===== config.mk =====
export PLATFORM = sky130hd
export DESIGN_NAME = nf_io_stack_mux_flat
export DESIGN_NICKNAME = d
export VERILOG_FILES = /design/src/rtl/nf_io_stack_mux_if.sv /design/src/rtl/nf_io_stack_mux.sv /design/src/flat_wrapper.sv
export SDC_FILE = /design/constraint.sdc
export NUM_CORES = 1
export LEC_CHECK = 0
export ABC_AREA = 0
export BUFFER_PORTS_ARGS = -buffer_cell sky130_fd_sc_hd__buf_2
export CELL_PAD_IN_SITES_DETAIL_PLACEMENT = 1
export CELL_PAD_IN_SITES_GLOBAL_PLACEMENT = 1
export CORE_AREA = 2 2 315 317
export DETAILED_ROUTE_END_ITERATION = 16
export DIE_AREA = 0 0 317 319
export PLACE_DENSITY = 0.43
export SLEW_MARGIN = 20
export SYNTH_ARGS = -nofsm -noshare
export SYNTH_HDL_FRONTEND = slang
export SYNTH_SLANG_ARGS = --single-unit

===== constraint.sdc =====
create_clock -name aclk -period 3.5 [get_ports aclk]
set_input_delay 0.525 -clock aclk [delete_from_list [all_inputs] [get_ports aclk]]
set_output_delay 0.525 -clock aclk [all_outputs]
set_load 0.03 [all_outputs]

===== src/rtl/nf_io_stack_mux_if.sv =====
// Multi-lane AXI-Stream bundle used on both the region side (N lanes) and the
// stack side (one lane) of the I/O-stack adapter.
interface nf_io_stack_mux_if #(
    parameter int unsigned N_LANES   = 1,
    parameter int unsigned DATA_BITS = 64,
    parameter int unsigned ID_BITS   = 1
);
    logic [N_LANES-1:0]                  tvalid;
    logic [N_LANES-1:0]                  tready;
    logic [N_LANES-1:0]                  tlast;
    logic [N_LANES-1:0][DATA_BITS-1:0]   tdata;
    logic [N_LANES-1:0][DATA_BITS/8-1:0] tkeep;
    logic [N_LANES-1:0][ID_BITS-1:0]     tid;

    modport master (
        output tvalid,
        input  tready,
        output tlast,
        output tdata,
        output tkeep,
        output tid
    );

    modport slave (
        input  tvalid,
        output tready,
        input  tlast,
        input  tdata,
        input  tkeep,
        input  tid
    );
endinterface


===== src/rtl/nf_io_stack_mux.sv =====
// I/O-stack side adapter: per-packet round-robin merge of region streams onto the stack TX
// stream (tagged by tid), and tid-based steering of stack RX back to regions with drop.
module nf_io_stack_mux #(
    parameter int unsigned N_REGIONS = 4,
    parameter int unsigned DATA_BITS = 64,
    parameter int unsigned RID_BITS  = (N_REGIONS > 1) ? $clog2(N_REGIONS) : 1
) (
    input  logic                     aclk,
    input  logic                     aresetn,
    nf_io_stack_mux_if.slave         io_src,
    nf_io_stack_mux_if.master        stack_tx,
    nf_io_stack_mux_if.slave         stack_rx,
    nf_io_stack_mux_if.master        io_sink,
    output logic [31:0]              rx_drop_cnt
);

    localparam int unsigned KEEP_BITS = DATA_BITS / 8;

    function automatic logic [RID_BITS-1:0] wrap_add(input logic [RID_BITS-1:0] base,
                                                     input int unsigned off);
        int unsigned sum;
        sum = 32'(base) + off;
        if (sum >= N_REGIONS) begin
            sum = sum - N_REGIONS;
        end
        return RID_BITS'(sum);
    endfunction

    // ------------------------------------------------------------------
    // TX arbiter and output register
    // ------------------------------------------------------------------
    logic [RID_BITS-1:0]    rr_ptr_q, rr_ptr_d;
    logic                   locked_q, locked_d;
    logic [RID_BITS-1:0]    lock_id_q, lock_id_d;
    logic [RID_BITS-1:0]    grant;
    logic                   found;
    logic [2*N_REGIONS-1:0] vld_dbl;
    logic [N_REGIONS-1:0]   vld_rot;
    logic                   tx_ready;
    logic                   tx_accept;

    logic                   tx_valid_q, tx_valid_d;
    logic [DATA_BITS-1:0]   tx_data_q, tx_data_d;
    logic [KEEP_BITS-1:0]   tx_keep_q, tx_keep_d;
    logic                   tx_last_q, tx_last_d;
    logic [RID_BITS-1:0]    tx_tid_q, tx_tid_d;

    // Rotate valids so that bit 0 corresponds to rr_ptr; first set bit wins.
    always_comb begin
        vld_dbl = {io_src.tvalid, io_src.tvalid};
        vld_rot = N_REGIONS'(vld_dbl >> rr_ptr_q);
        found   = 1'b0;
        grant   = locked_q ? lock_id_q : rr_ptr_q;
        if (!locked_q) begin
            for (int unsigned i = 0; i < N_REGIONS; i++) begin
                if (!found && vld_rot[i]) begin
                    grant = wrap_add(rr_ptr_q, i);
                    found = 1'b1;
                end
            end
        end
    end

    assign tx_ready  = !tx_valid_q || stack_tx.tready[0];
    assign tx_accept = io_src.tvalid[grant] && tx_ready;

    always_comb begin
        io_src.tready        = '0;
        io_src.tready[grant] = tx_ready;
    end

    always_comb begin
        rr_ptr_d   = rr_ptr_q;
        locked_d   = locked_q;
        lock_id_d  = lock_id_q;
        tx_valid_d = tx_valid_q;
        tx_data_d  = tx_data_q;
        tx_keep_d  = tx_keep_q;
        tx_last_d  = tx_last_q;
        tx_tid_d   = tx_tid_q;
        if (tx_accept) begin
            tx_valid_d = 1'b1;
            tx_data_d  = io_src.tdata[grant];
            tx_keep_d  = io_src.tkeep[grant];
            tx_last_d  = io_src.tlast[grant];
            tx_tid_d   = grant;
            if (io_src.tlast[grant]) begin
                rr_ptr_d = wrap_add(grant, 1);
                locked_d = 1'b0;
            end else begin
                locked_d  = 1'b1;
                lock_id_d = grant;
            end
        end else if (stack_tx.tready[0]) begin
            tx_valid_d = 1'b0;
        end
    end

    always_ff @(posedge aclk or negedge aresetn) begin
        if (!aresetn) begin
            rr_ptr_q   <= '0;
            locked_q   <= 1'b0;
            lock_id_q  <= '0;
            tx_valid_q <= 1'b0;
            tx_data_q  <= '0;
            tx_keep_q  <= '0;
            tx_last_q  <= 1'b0;
            tx_tid_q   <= '0;
        end else begin
            rr_ptr_q   <= rr_ptr_d;
            locked_q   <= locked_d;
            lock_id_q  <= lock_id_d;
            tx_valid_q <= tx_valid_d;
            tx_data_q  <= tx_data_d;
            tx_keep_q  <= tx_keep_d;
            tx_last_q  <= tx_last_d;
            tx_tid_q   <= tx_tid_d;
        end
    end

    assign stack_tx.tvalid = tx_valid_q;
    assign stack_tx.tdata  = tx_data_q;
    assign stack_tx.tkeep  = tx_keep_q;
    assign stack_tx.tlast  = tx_last_q;
    assign stack_tx.tid    = tx_tid_q;

    // Region-side tid carries nothing on the TX path; the tag is the grant.
    logic unused_src_tid;
    assign unused_src_tid = ^io_src.tid;

    // ------------------------------------------------------------------
    // RX steering
    // ------------------------------------------------------------------
    logic                 rx_in_pkt_q, rx_in_pkt_d;
    logic [RID_BITS-1:0]  rx_sel_q, rx_sel_d;
    logic                 rx_drop_q, rx_drop_d;
    logic [RID_BITS-1:0]  cur_sel;
    logic                 cur_drop;
    logic                 rx_beat;
    logic                 sink_ready;

    logic                 out_valid_q, out_valid_d;
    logic [RID_BITS-1:0]  out_sel_q, out_sel_d;
    logic [DATA_BITS-1:0] out_data_q, out_data_d;
    logic [KEEP_BITS-1:0] out_keep_q, out_keep_d;
    logic                 out_last_q, out_last_d;
    logic [31:0]          drop_cnt_q, drop_cnt_d;

    // Routing is decided on the first beat; later tid values are ignored.
    assign cur_sel  = rx_in_pkt_q ? rx_sel_q  : stack_rx.tid[0];
    assign cur_drop = rx_in_pkt_q ? rx_drop_q : (32'(stack_rx.tid[0]) >= N_REGIONS);

    assign sink_ready        = io_sink.tready[out_sel_q];
    assign stack_rx.tready   = cur_drop || !out_valid_q || sink_ready;
    assign rx_beat           = stack_rx.tvalid[0] && stack_rx.tready[0];

    always_comb begin
        rx_in_pkt_d = rx_in_pkt_q;
        rx_sel_d    = rx_sel_q;
        rx_drop_d   = rx_drop_q;
        out_valid_d = out_valid_q;
        out_sel_d   = out_sel_q;
        out_data_d  = out_data_q;
        out_keep_d  = out_keep_q;
        out_last_d  = out_last_q;
        drop_cnt_d  = drop_cnt_q;
        if (rx_beat) begin
            rx_in_pkt_d = !stack_rx.tlast[0];
            rx_sel_d    = cur_sel;
            rx_drop_d   = cur_drop;
            if (cur_drop && stack_rx.tlast[0] && (drop_cnt_q != 32'hFFFF_FFFF)) begin
                drop_cnt_d = drop_cnt_q + 32'd1;
            end
        end
        if (rx_beat && !cur_drop) begin
            out_valid_d = 1'b1;
            out_sel_d   = cur_sel;
            out_data_d  = stack_rx.tdata[0];
            out_keep_d  = stack_rx.tkeep[0];
            out_last_d  = stack_rx.tlast[0];
        end else if (sink_ready) begin
            out_valid_d = 1'b0;
        end
    end

    always_ff @(posedge aclk or negedge aresetn) begin
        if (!aresetn) begin
            rx_in_pkt_q <= 1'b0;
            rx_sel_q    <= '0;
            rx_drop_q   <= 1'b0;
            out_valid_q <= 1'b0;
            out_sel_q   <= '0;
            out_data_q  <= '0;
            out_keep_q  <= '0;
            out_last_q  <= 1'b0;
            drop_cnt_q  <= '0;
        end else begin
            rx_in_pkt_q <= rx_in_pkt_d;
            rx_sel_q    <= rx_sel_d;
            rx_drop_q   <= rx_drop_d;
            out_valid_q <= out_valid_d;
            out_sel_q   <= out_sel_d;
            out_data_q  <= out_data_d;
            out_keep_q  <= out_keep_d;
            out_last_q  <= out_last_d;
            drop_cnt_q  <= drop_cnt_d;
        end
    end

    always_comb begin
        io_sink.tvalid = '0;
        for (int unsigned i = 0; i < N_REGIONS; i++) begin
            io_sink.tvalid[i] = out_valid_q && (out_sel_q == RID_BITS'(i));
        end
    end

    assign io_sink.tdata = {N_REGIONS{out_data_q}};
    assign io_sink.tkeep = {N_REGIONS{out_keep_q}};
    assign io_sink.tlast = {N_REGIONS{out_last_q}};
    assign io_sink.tid   = {N_REGIONS{out_sel_q}};
    assign rx_drop_cnt   = drop_cnt_q;

endmodule


===== src/flat_wrapper.sv =====
// flat-port wrapper written by rule: the top's interface ports become plain ports
module nf_io_stack_mux_flat 
#(
    parameter int unsigned N_REGIONS = 4,
    parameter int unsigned DATA_BITS = 64,
    parameter int unsigned RID_BITS  = (N_REGIONS > 1) ? $clog2(N_REGIONS) : 1
)
  (aclk, aresetn, rx_drop_cnt, io_src_tvalid, io_src_tready, io_src_tlast, io_src_tdata, io_src_tkeep, io_src_tid, stack_tx_tvalid, stack_tx_tready, stack_tx_tlast, stack_tx_tdata, stack_tx_tkeep, stack_tx_tid, stack_rx_tvalid, stack_rx_tready, stack_rx_tlast, stack_rx_tdata, stack_rx_tkeep, stack_rx_tid, io_sink_tvalid, io_sink_tready, io_sink_tlast, io_sink_tdata, io_sink_tkeep, io_sink_tid);
  nf_io_stack_mux_if #(.N_LANES(4), .DATA_BITS(DATA_BITS), .ID_BITS(2)) io_src_i ();
  nf_io_stack_mux_if #(.N_LANES(1), .DATA_BITS(DATA_BITS), .ID_BITS(2)) stack_tx_i ();
  nf_io_stack_mux_if #(.N_LANES(1), .DATA_BITS(DATA_BITS), .ID_BITS(2)) stack_rx_i ();
  nf_io_stack_mux_if #(.N_LANES(4), .DATA_BITS(DATA_BITS), .ID_BITS(2)) io_sink_i ();
  input  logic aclk;
  input  logic aresetn;
  output logic [31:0] rx_drop_cnt;
  input wire logic [$bits(io_src_i.tvalid)-1:0] io_src_tvalid;
  output wire logic [$bits(io_src_i.tready)-1:0] io_src_tready;
  input wire logic [$bits(io_src_i.tlast)-1:0] io_src_tlast;
  input wire logic [$bits(io_src_i.tdata)-1:0] io_src_tdata;
  input wire logic [$bits(io_src_i.tkeep)-1:0] io_src_tkeep;
  input wire logic [$bits(io_src_i.tid)-1:0] io_src_tid;
  output wire logic [$bits(stack_tx_i.tvalid)-1:0] stack_tx_tvalid;
  input wire logic [$bits(stack_tx_i.tready)-1:0] stack_tx_tready;
  output wire logic [$bits(stack_tx_i.tlast)-1:0] stack_tx_tlast;
  output wire logic [$bits(stack_tx_i.tdata)-1:0] stack_tx_tdata;
  output wire logic [$bits(stack_tx_i.tkeep)-1:0] stack_tx_tkeep;
  output wire logic [$bits(stack_tx_i.tid)-1:0] stack_tx_tid;
  input wire logic [$bits(stack_rx_i.tvalid)-1:0] stack_rx_tvalid;
  output wire logic [$bits(stack_rx_i.tready)-1:0] stack_rx_tready;
  input wire logic [$bits(stack_rx_i.tlast)-1:0] stack_rx_tlast;
  input wire logic [$bits(stack_rx_i.tdata)-1:0] stack_rx_tdata;
  input wire logic [$bits(stack_rx_i.tkeep)-1:0] stack_rx_tkeep;
  input wire logic [$bits(stack_rx_i.tid)-1:0] stack_rx_tid;
  output wire logic [$bits(io_sink_i.tvalid)-1:0] io_sink_tvalid;
  input wire logic [$bits(io_sink_i.tready)-1:0] io_sink_tready;
  output wire logic [$bits(io_sink_i.tlast)-1:0] io_sink_tlast;
  output wire logic [$bits(io_sink_i.tdata)-1:0] io_sink_tdata;
  output wire logic [$bits(io_sink_i.tkeep)-1:0] io_sink_tkeep;
  output wire logic [$bits(io_sink_i.tid)-1:0] io_sink_tid;
  assign io_src_i.tvalid = io_src_tvalid;
  assign io_src_tready = io_src_i.tready;
  assign io_src_i.tlast = io_src_tlast;
  assign io_src_i.tdata = io_src_tdata;
  assign io_src_i.tkeep = io_src_tkeep;
  assign io_src_i.tid = io_src_tid;
  assign stack_tx_tvalid = stack_tx_i.tvalid;
  assign stack_tx_i.tready = stack_tx_tready;
  assign stack_tx_tlast = stack_tx_i.tlast;
  assign stack_tx_tdata = stack_tx_i.tdata;
  assign stack_tx_tkeep = stack_tx_i.tkeep;
  assign stack_tx_tid = stack_tx_i.tid;
  assign stack_rx_i.tvalid = stack_rx_tvalid;
  assign stack_rx_tready = stack_rx_i.tready;
  assign stack_rx_i.tlast = stack_rx_tlast;
  assign stack_rx_i.tdata = stack_rx_tdata;
  assign stack_rx_i.tkeep = stack_rx_tkeep;
  assign stack_rx_i.tid = stack_rx_tid;
  assign io_sink_tvalid = io_sink_i.tvalid;
  assign io_sink_i.tready = io_sink_tready;
  assign io_sink_tlast = io_sink_i.tlast;
  assign io_sink_tdata = io_sink_i.tdata;
  assign io_sink_tkeep = io_sink_i.tkeep;
  assign io_sink_tid = io_sink_i.tid;
  nf_io_stack_mux #(.N_REGIONS(N_REGIONS), .DATA_BITS(DATA_BITS), .RID_BITS(RID_BITS)) u_core (.aclk(aclk), .aresetn(aresetn), .io_src(io_src_i), .stack_tx(stack_tx_i), .stack_rx(stack_rx_i), .io_sink(io_sink_i), .rx_drop_cnt(rx_drop_cnt));
endmodule

==> results.yml, run 1 <==
timing:
  timing.final.max_slew_violations: 0
  hold_viol_final: 0
  final_period_minus_worst_setup_slack_ns: 3.32
  tightestPinTransition_ns: 0.807
  final.setup.tns_ns: 0
  final_min_period_over_clock_period_pct: 95.0
  final-setup-viol-count: 0
  rsz_0062_raised_after_global_routing: "no"
  maxSlewHeadroom_pct: 45.6
  post_route_clock_skew_ns: 0.0258
  max_clock_freq_mhz: 301
critical_path:
  worstReg2RegStart: "u_core.rr_ptr_q[0]"
  reg2reg_slack_ns: 0.50
  timing.critical_path.arrival_ns: 2.80
  setup.worst_path.end_class: "primary output"
  timing.critical_path.from_type: "flip-flop"
  r2r_end: "u_core.stack_tx.tdata[16]"
  critPathKind: "reg2out"
  maximum_fanout_along_the_worst_path: 10
  worstSetupEndpoint: "io_src_tready[2]"
  worst_setup_path_startpoint: "u_core.rr_ptr_q[0]"
  reg2regPathDepth: 11
  cp.required_ns: 2.97
synthesis:
  synth-seq-area-share_pct: 40.4
  synth.avg_cell_area_um2: 9.87
  synthesis.nets: 1602
  netlist_top_cells_count: "sky130_fd_sc_hd__buf_4, sky130_fd_sc_hd__dfrtp_1, sky130_fd_sc_hd__nand2_1"
  most_frequent_cell_after_synthesis: "sky130_fd_sc_hd__buf_4"
  synth_top_cell_by_area: "sky130_fd_sc_hd__dfrtp_1"
  post_synth_num_cell_types: 51
  synth_top_flop_cell: "sky130_fd_sc_hd__dfrtp_1"
  synth_cells: 1212
  synth-edff-count: 0
  synth.ff_latch_count: 193
  yosysTopAreaCellShare_pct: 40.4
  synth.yosys.warnings: 0
  synth_area_mm2: 0.0120
  asyncSetResetFlopFracSynth_pct: 100
  post_synth_main_area_contributors: "sky130_fd_sc_hd__dfrtp_1, sky130_fd_sc_hd__mux2_2, sky130_fd_sc_hd__buf_4"
status:
  outcome: "finished clean"
hold_path:
  worst_hold_path_type: "in2async"
die:
  rows: 115
  initial_utilization_pct: 12.2
  die_w_um: 317
  chip_height_um: 319
  core_region_area_mm2: 0.0977
  io_pins: 804
  design.die.area_mm2: 0.101
grt:
  grt_max_degree: 96
  grt_pass1_wl_um: 75500
  initial_antenna_violation_count: 14
  global_route.usage.total_pct: 10.1
  number_of_global_route_vias_before_repair: 11300
  grt_overflow_total: 0
clock_tree:
  cts.sinks: 193
  htreeDepth: 4
  cts_tree: "built"
  cts.hold.buffers_added: 0
  cts.reportedPaths.clkPinSlew_ns: 0.08
  worst_skew_pair.late_latency_ns: 0.52
  cts-root-buf: "sky130_fd_sc_hd__clkbuf_16"
  number_of_clock_buffers_inserted_by_tritoncts: 17
  cts.path.max_buffers: 2
power:
  power.clock.fraction_pct: 10.7
  pwr-share-comb_pct: 67.2
  pwr_density_cell_mw_per_mm2: 1150
  internal-power_mw: 8.39
  total_switching_power_mw: 10.6
  power.static_leakage_nw: 7.95
  ir_worst_vdd_mv: 0.587
  design_power_total_mw: 18.9
  seq_power_share_pct: 22.1
  power.switching_fraction_pct: 55.7
placement:
  dp_hpwl_um: 42800
  dpl-instance-area_mm2: 0.0159
  buffer_ports.inserted: 795
  gp_routability_congestion: 0.789
layout:
  multiInputGateArea_mm2: 0.00511
  design.final.nets: 2152
  syn2layout_area_growth_pct: 38.0
  filler_cell_count: 11600
  fin_area_mm2: 0.0165
  regArea_mm2: 0.00483
  ratio_of_cells_with_drive_above_1_in_the_final_layout_pct: 58.8
route:
  ant_nets_after_route: 0
  first_iter_violations: 305
  detail_route.wirelength_um: 52800
  avgRoutedWirePerCell_um: 17.2
  via_per_inst: 3.46
  routed-via-count: 10600
  drt-pass1-iter-count: 4
  drc: 0
flow_run:
  max_cap_viols: 0
==> what timing repair did <==
item / 4_1_cts / 5_1_grt
resized for setup: 2 / 2
endpoints found under the hold margin: 0 / 0
setup endpoints to repair: 4 / 4
pin swaps: 1 / 0
gates cloned: 0 / 0
buffers inserted: 2 / 0
==> cells by family after synthesis <==
family	Yosys count	share of synthesized area (%)
AOI/OAI and AO/OA	113	6.16
and+or+nand+nor	341	12.1
xor gates and xnor gates	32	2.34
adders and majority gates	4	0.398
buffers and inverters	301	17.1
DFF	193	40.4
muxes	228	21.5
==> final cells by class <==
type                    count  area share, %
diodes                      8          0.121
multi-input cells         718           31.0
inverters                   9          0.212
clock inverters            13          0.705
flip-flops and latches    193           29.3
clock buffers              19           2.69
repair buffers            823           26.2
well taps                1287           9.76
==> state kept, by name, indices dropped and copies added (netlist names), 2 cells and up <==
signal                 cells
u_core.rx_drop_cnt        32
u_core.out_keep_q          8
u_core.stack_tx.tdata     64
u_core.out_sel_q           2
u_core.stack_tx.tkeep      8
u_core.out_data_q         64
u_core.rx_sel_q            2
u_core.lock_id_q           2
u_core.stack_tx.tid        2
u_core.rr_ptr_q            2
==> through the flow <==
step	cells	utilization, %	setup slack, ns	hold WS [ns]
4_1_cts	3062	16.9	0.0295	0.0339
5_1_grt	3070	16.9	0.00536	0.0546
3_3_place_gp	3028	16.3	0.130	0.464
2_1_floorplan	1212	-	0.151	0.229
6_report	3070	16.9	0.176	0.0448
3_5_place_dp	3028	16.3	0.0936	0.471
==> worst max-delay path: stages, from the launching register on <==
cell,delay [ns]
sky130_fd_sc_hd__dfrtp_2,0.49
sky130_fd_sc_hd__nor2b_1,0.17
sky130_fd_sc_hd__a32o_1,0.25
sky130_fd_sc_hd__a22o_1,0.23
sky130_fd_sc_hd__a21o_1,0.18
sky130_fd_sc_hd__a221oi_4,0.29
sky130_fd_sc_hd__buf_12,0.16
sky130_fd_sc_hd__inv_1,0.05
sky130_fd_sc_hd__ha_1,0.16
sky130_fd_sc_hd__and2_1,0.12
sky130_fd_sc_hd__buf_2,0.18
==> per-layer routing <==
layer  share of wire (%)  vias to the layer above  global-route usage, %  wire, um
met5               0.070                        -                      0        37
met4                 2.0                        6                   3.86      1070
met3                 7.2                       49                   3.14      3810
met2                  48                      325                   16.4     25400
met1                  42                     5274                   12.5     22400
li1                    -                     4976                      -         -
==> cells in the final DEF, fill, tap and decap left out, types with 6 or more instances in the layout <==
cell type,instances
sky130_fd_sc_hd__nor3_1,7
sky130_fd_sc_hd__diode_2,8
sky130_fd_sc_hd__mux2_1,48
sky130_fd_sc_hd__nand3_1,17
sky130_fd_sc_hd__buf_4,17
sky130_fd_sc_hd__o21ai_0,13
sky130_fd_sc_hd__xnor2_1,19
sky130_fd_sc_hd__mux2_2,176
sky130_fd_sc_hd__dfrtp_1,191
sky130_fd_sc_hd__xor2_1,13
sky130_fd_sc_hd__nand4_1,6
sky130_fd_sc_hd__buf_12,10
sky130_fd_sc_hd__nor3b_1,6
sky130_fd_sc_hd__inv_1,7
sky130_fd_sc_hd__a21oi_1,6
sky130_fd_sc_hd__nand2_1,177
sky130_fd_sc_hd__buf_2,794
sky130_fd_sc_hd__clkbuf_16,17
sky130_fd_sc_hd__a31oi_1,75
sky130_fd_sc_hd__nor2_1,97
==> worst min path at each step <==
stage,end,from
global placement,u_core.stack_tx.tdata[23],u_core.stack_tx.tdata[23]
global route,u_core.out_data_q[8],aresetn
floorplan,u_core.lock_id_q[0],aresetn
finish,u_core.out_data_q[8],aresetn
CTS,u_core.out_data_q[11],aresetn
detailed placement,u_core.stack_tx.tdata[51],u_core.stack_tx.tdata[51]
==> power by group through the flow <==
stage               Sequential [mW]  Combinational (mW)  Clock, mW
global placement               4.18                12.8          0
floorplan                      5.58                8.80          0
global route                   4.35                13.6       2.23
detailed placement             4.25                12.9          0
CTS                            4.21                13.0       2.17
finish                         4.19                12.7       2.02
Note: power is estimated with default switching activity, not from simulation.
==> run 2: changes to the inputs <==
--- a/config.mk
+++ b/config.mk
@@ -12,7 +12,10 @@
 export CORE_AREA = 2 2 315 317
 export DETAILED_ROUTE_END_ITERATION = 16
 export DIE_AREA = 0 0 317 319
+export GPL_TIMING_DRIVEN = 1
 export PLACE_DENSITY = 0.43
+export REMOVE_ABC_BUFFERS = 1
+export SKIP_CTS_REPAIR_TIMING = 1
 export SLEW_MARGIN = 20
 export SYNTH_ARGS = -nofsm -noshare
 export SYNTH_HDL_FRONTEND = slang
==> run 2 against run 1 <==
Net effect: clock skew fell by 0.0086 ns; non-clock buffer count grew 8; sequential share of layout area is 0.17 points lower; die area did not move; via count increased by 1.9%; utilization grew 0.10 points; critical path depth shrank 1; first-iteration DRC count fell by 3.0%; the flow now finishes with violations (negative hold slack); routed wire length is 5.6% higher; clock-buffer cell count up 2; largest cell class unchanged; maximum frequency grew 0.51%; combinational power barely moved.
==> results.yml, run 2 (same netlist as run 1, synthesis figures left out) <==
power:
  pwr_density_cell_mw_per_mm2: 1150
  ir_worst_vdd_mv: 0.910
  power.static_leakage_nw: 7.99
placement:
  gp_routability_congestion: 0.787
  buffer_ports.inserted: 795
  dp_hpwl_um: 46500
  place_ws_ns: 0.163
  dpl-instance-area_mm2: 0.0159
die:
  die_w_um: 317
  initial_utilization_pct: 12.2
  design.die.area_mm2: 0.101
  core_region_area_mm2: 0.0977
  io_pins: 804
  chip_height_um: 319
  rows: 115
clock_tree:
  cts-root-buf: "sky130_fd_sc_hd__clkbuf_16"
  number_of_clock_buffers_inserted_by_tritoncts: 17
  worst_skew_pair.late_latency_ns: 0.50
  cts_tree: "built"
  cts.sinks: 193
  cts.path.max_buffers: 2
  htreeDepth: 4
  cts.reportedPaths.clkPinSlew_ns: 0.08
grt:
  number_of_global_route_vias_before_repair: 11400
  global_route.usage.total_pct: 10.7
  grt_overflow_total: 0
  grt_pass1_wl_um: 77600
  grt_max_degree: 97
  initial_antenna_violation_count: 36
critical_path:
  timing.critical_path.arrival_ns: 2.78
  maximum_fanout_along_the_worst_path: 6
  cp.required_ns: 2.97
  reg2reg_slack_ns: 0.55
  setup.worst_path.end_class: "primary output"
  timing.critical_path.from_type: "flip-flop"
  critPathKind: "reg2out"
route:
  via_per_inst: 3.51
  avgRoutedWirePerCell_um: 18.1
  first_iter_violations: 296
  ant_nets_after_route: 0
  drc: 0
  drt-pass1-iter-count: 4
  routed-via-count: 10800
  detail_route.wirelength_um: 55700
timing:
  final_period_minus_worst_setup_slack_ns: 3.31
  final_min_period_over_clock_period_pct: 94.5
  final.setup.tns_ns: 0
  maxSlewHeadroom_pct: 54.6
  max_clock_freq_mhz: 302
  timing.final.max_slew_violations: 0
  final-setup-viol-count: 0
  tightestPinTransition_ns: 0.674
  post_route_clock_skew_ns: 0.0173
  hold_slack_ns: -0.000230
  hold_viol_final: 1
  postLayoutSetupSlackWorst_ns: 0.192
layout:
  syn2layout_area_growth_pct: 38.8
  ratio_of_cells_with_drive_above_1_in_the_final_layout_pct: 59.0
  layout_commonest_cell: "sky130_fd_sc_hd__buf_2"
  fin_area_mm2: 0.0166
  most-common-layout-cells: "sky130_fd_sc_hd__buf_2, sky130_fd_sc_hd__dfrtp_1, sky130_fd_sc_hd__nand2_1"
  design.final.nets: 2160
  filler_cell_count: 11700
status:
  outcome: "complete, but fails checks"
  violations: "negative hold slack"
hold_path:
  worst_hold_path_type: "in2async"
flow_run:
  max_cap_viols: 0
==> run 2: changes by cell type in the layout (fill, tap and decap cells not counted), sizes merged <==
cell,delta
bufinv,+1
diode,+6
buf,+9
clkbuf,+1
clkinv,-2
inv,-3
clkinvlp,+2
==> run 2: path summary, 6_finish.rpt <==
kind | endpoint | cells past startpoint | from
setup reg to reg | u_core.stack_tx.tkeep[4] | 9 | u_core.rr_ptr_q[0]
max in group asynchronous | u_core.out_data_q[63] | 2 | aresetn
hold / removal | u_core.out_sel_q[0] | 1 | aresetn
min in group aclk | u_core.out_data_q[26] | 2 | stack_rx_tdata[26]
setup / recovery | io_src_tready[2] | 9 | u_core.rr_ptr_q[0]
hold reg to reg | u_core.stack_tx.tdata[23] | 1 | u_core.stack_tx.tdata[23]
==> run 2: critical path, cell delays in order, from the launching register on <==
cell and delay, ns:
sky130_fd_sc_hd__dfrtp_2 0.46, sky130_fd_sc_hd__nor2b_1 0.16, sky130_fd_sc_hd__a32o_1 0.27, sky130_fd_sc_hd__a22o_1 0.22, sky130_fd_sc_hd__a21o_1 0.18, sky130_fd_sc_hd__a221oi_4 0.37, sky130_fd_sc_hd__inv_2 0.08, sky130_fd_sc_hd__ha_1 0.18
sky130_fd_sc_hd__and2_1 0.15, sky130_fd_sc_hd__buf_2 0.19
==> run 2: where the power goes <==
part           switching [mW]  internal, mW  total (mW)  leakage (nW)
Combinational            8.52          4.33        12.8          5.39
Sequential              0.934          3.18        4.12          2.32
Clock                    1.03          1.02        2.05         0.273
==> run 2: stage by stage <==
stage	cells	total power [mW]	util, %
CTS	3063	19.3	16.9
detailed placement	3031	17.2	16.3
floorplan	920	12.7	-
global placement	3031	17.1	16.3
global route	3073	20.3	17.0
finish	3084	19.0	17.0
==> run 2: final cells by class <==
type / count / area (um2) / share of cell area, %
Antenna cell: 14 / 35.0 / 0.211
Multi-Input combinational cell: 718 / 5120 / 30.8
Clock buffer: 21 / 450 / 2.71
Timing Repair Buffer: 831 / 4390 / 26.5
Tap cell: 1287 / 1610 / 9.71
Clock inverter: 11 / 116 / 0.701
Inverter: 9 / 35.0 / 0.211
Sequential cell: 193 / 4830 / 29.1
==> run 2: metal layers <==
| layer | vias to the layer above | share of wire (%) | track usage, % |
|---|---|---|---|
| li1 | 5020 | - | - |
| met1 | 5217 | 38 | 11.5 |
| met2 | 501 | 47 | 17.5 |
| met3 | 68 | 13 | 6.28 |
| met4 | 24 | 1.6 | 3.21 |
| met5 | - | 0.28 | 0 |
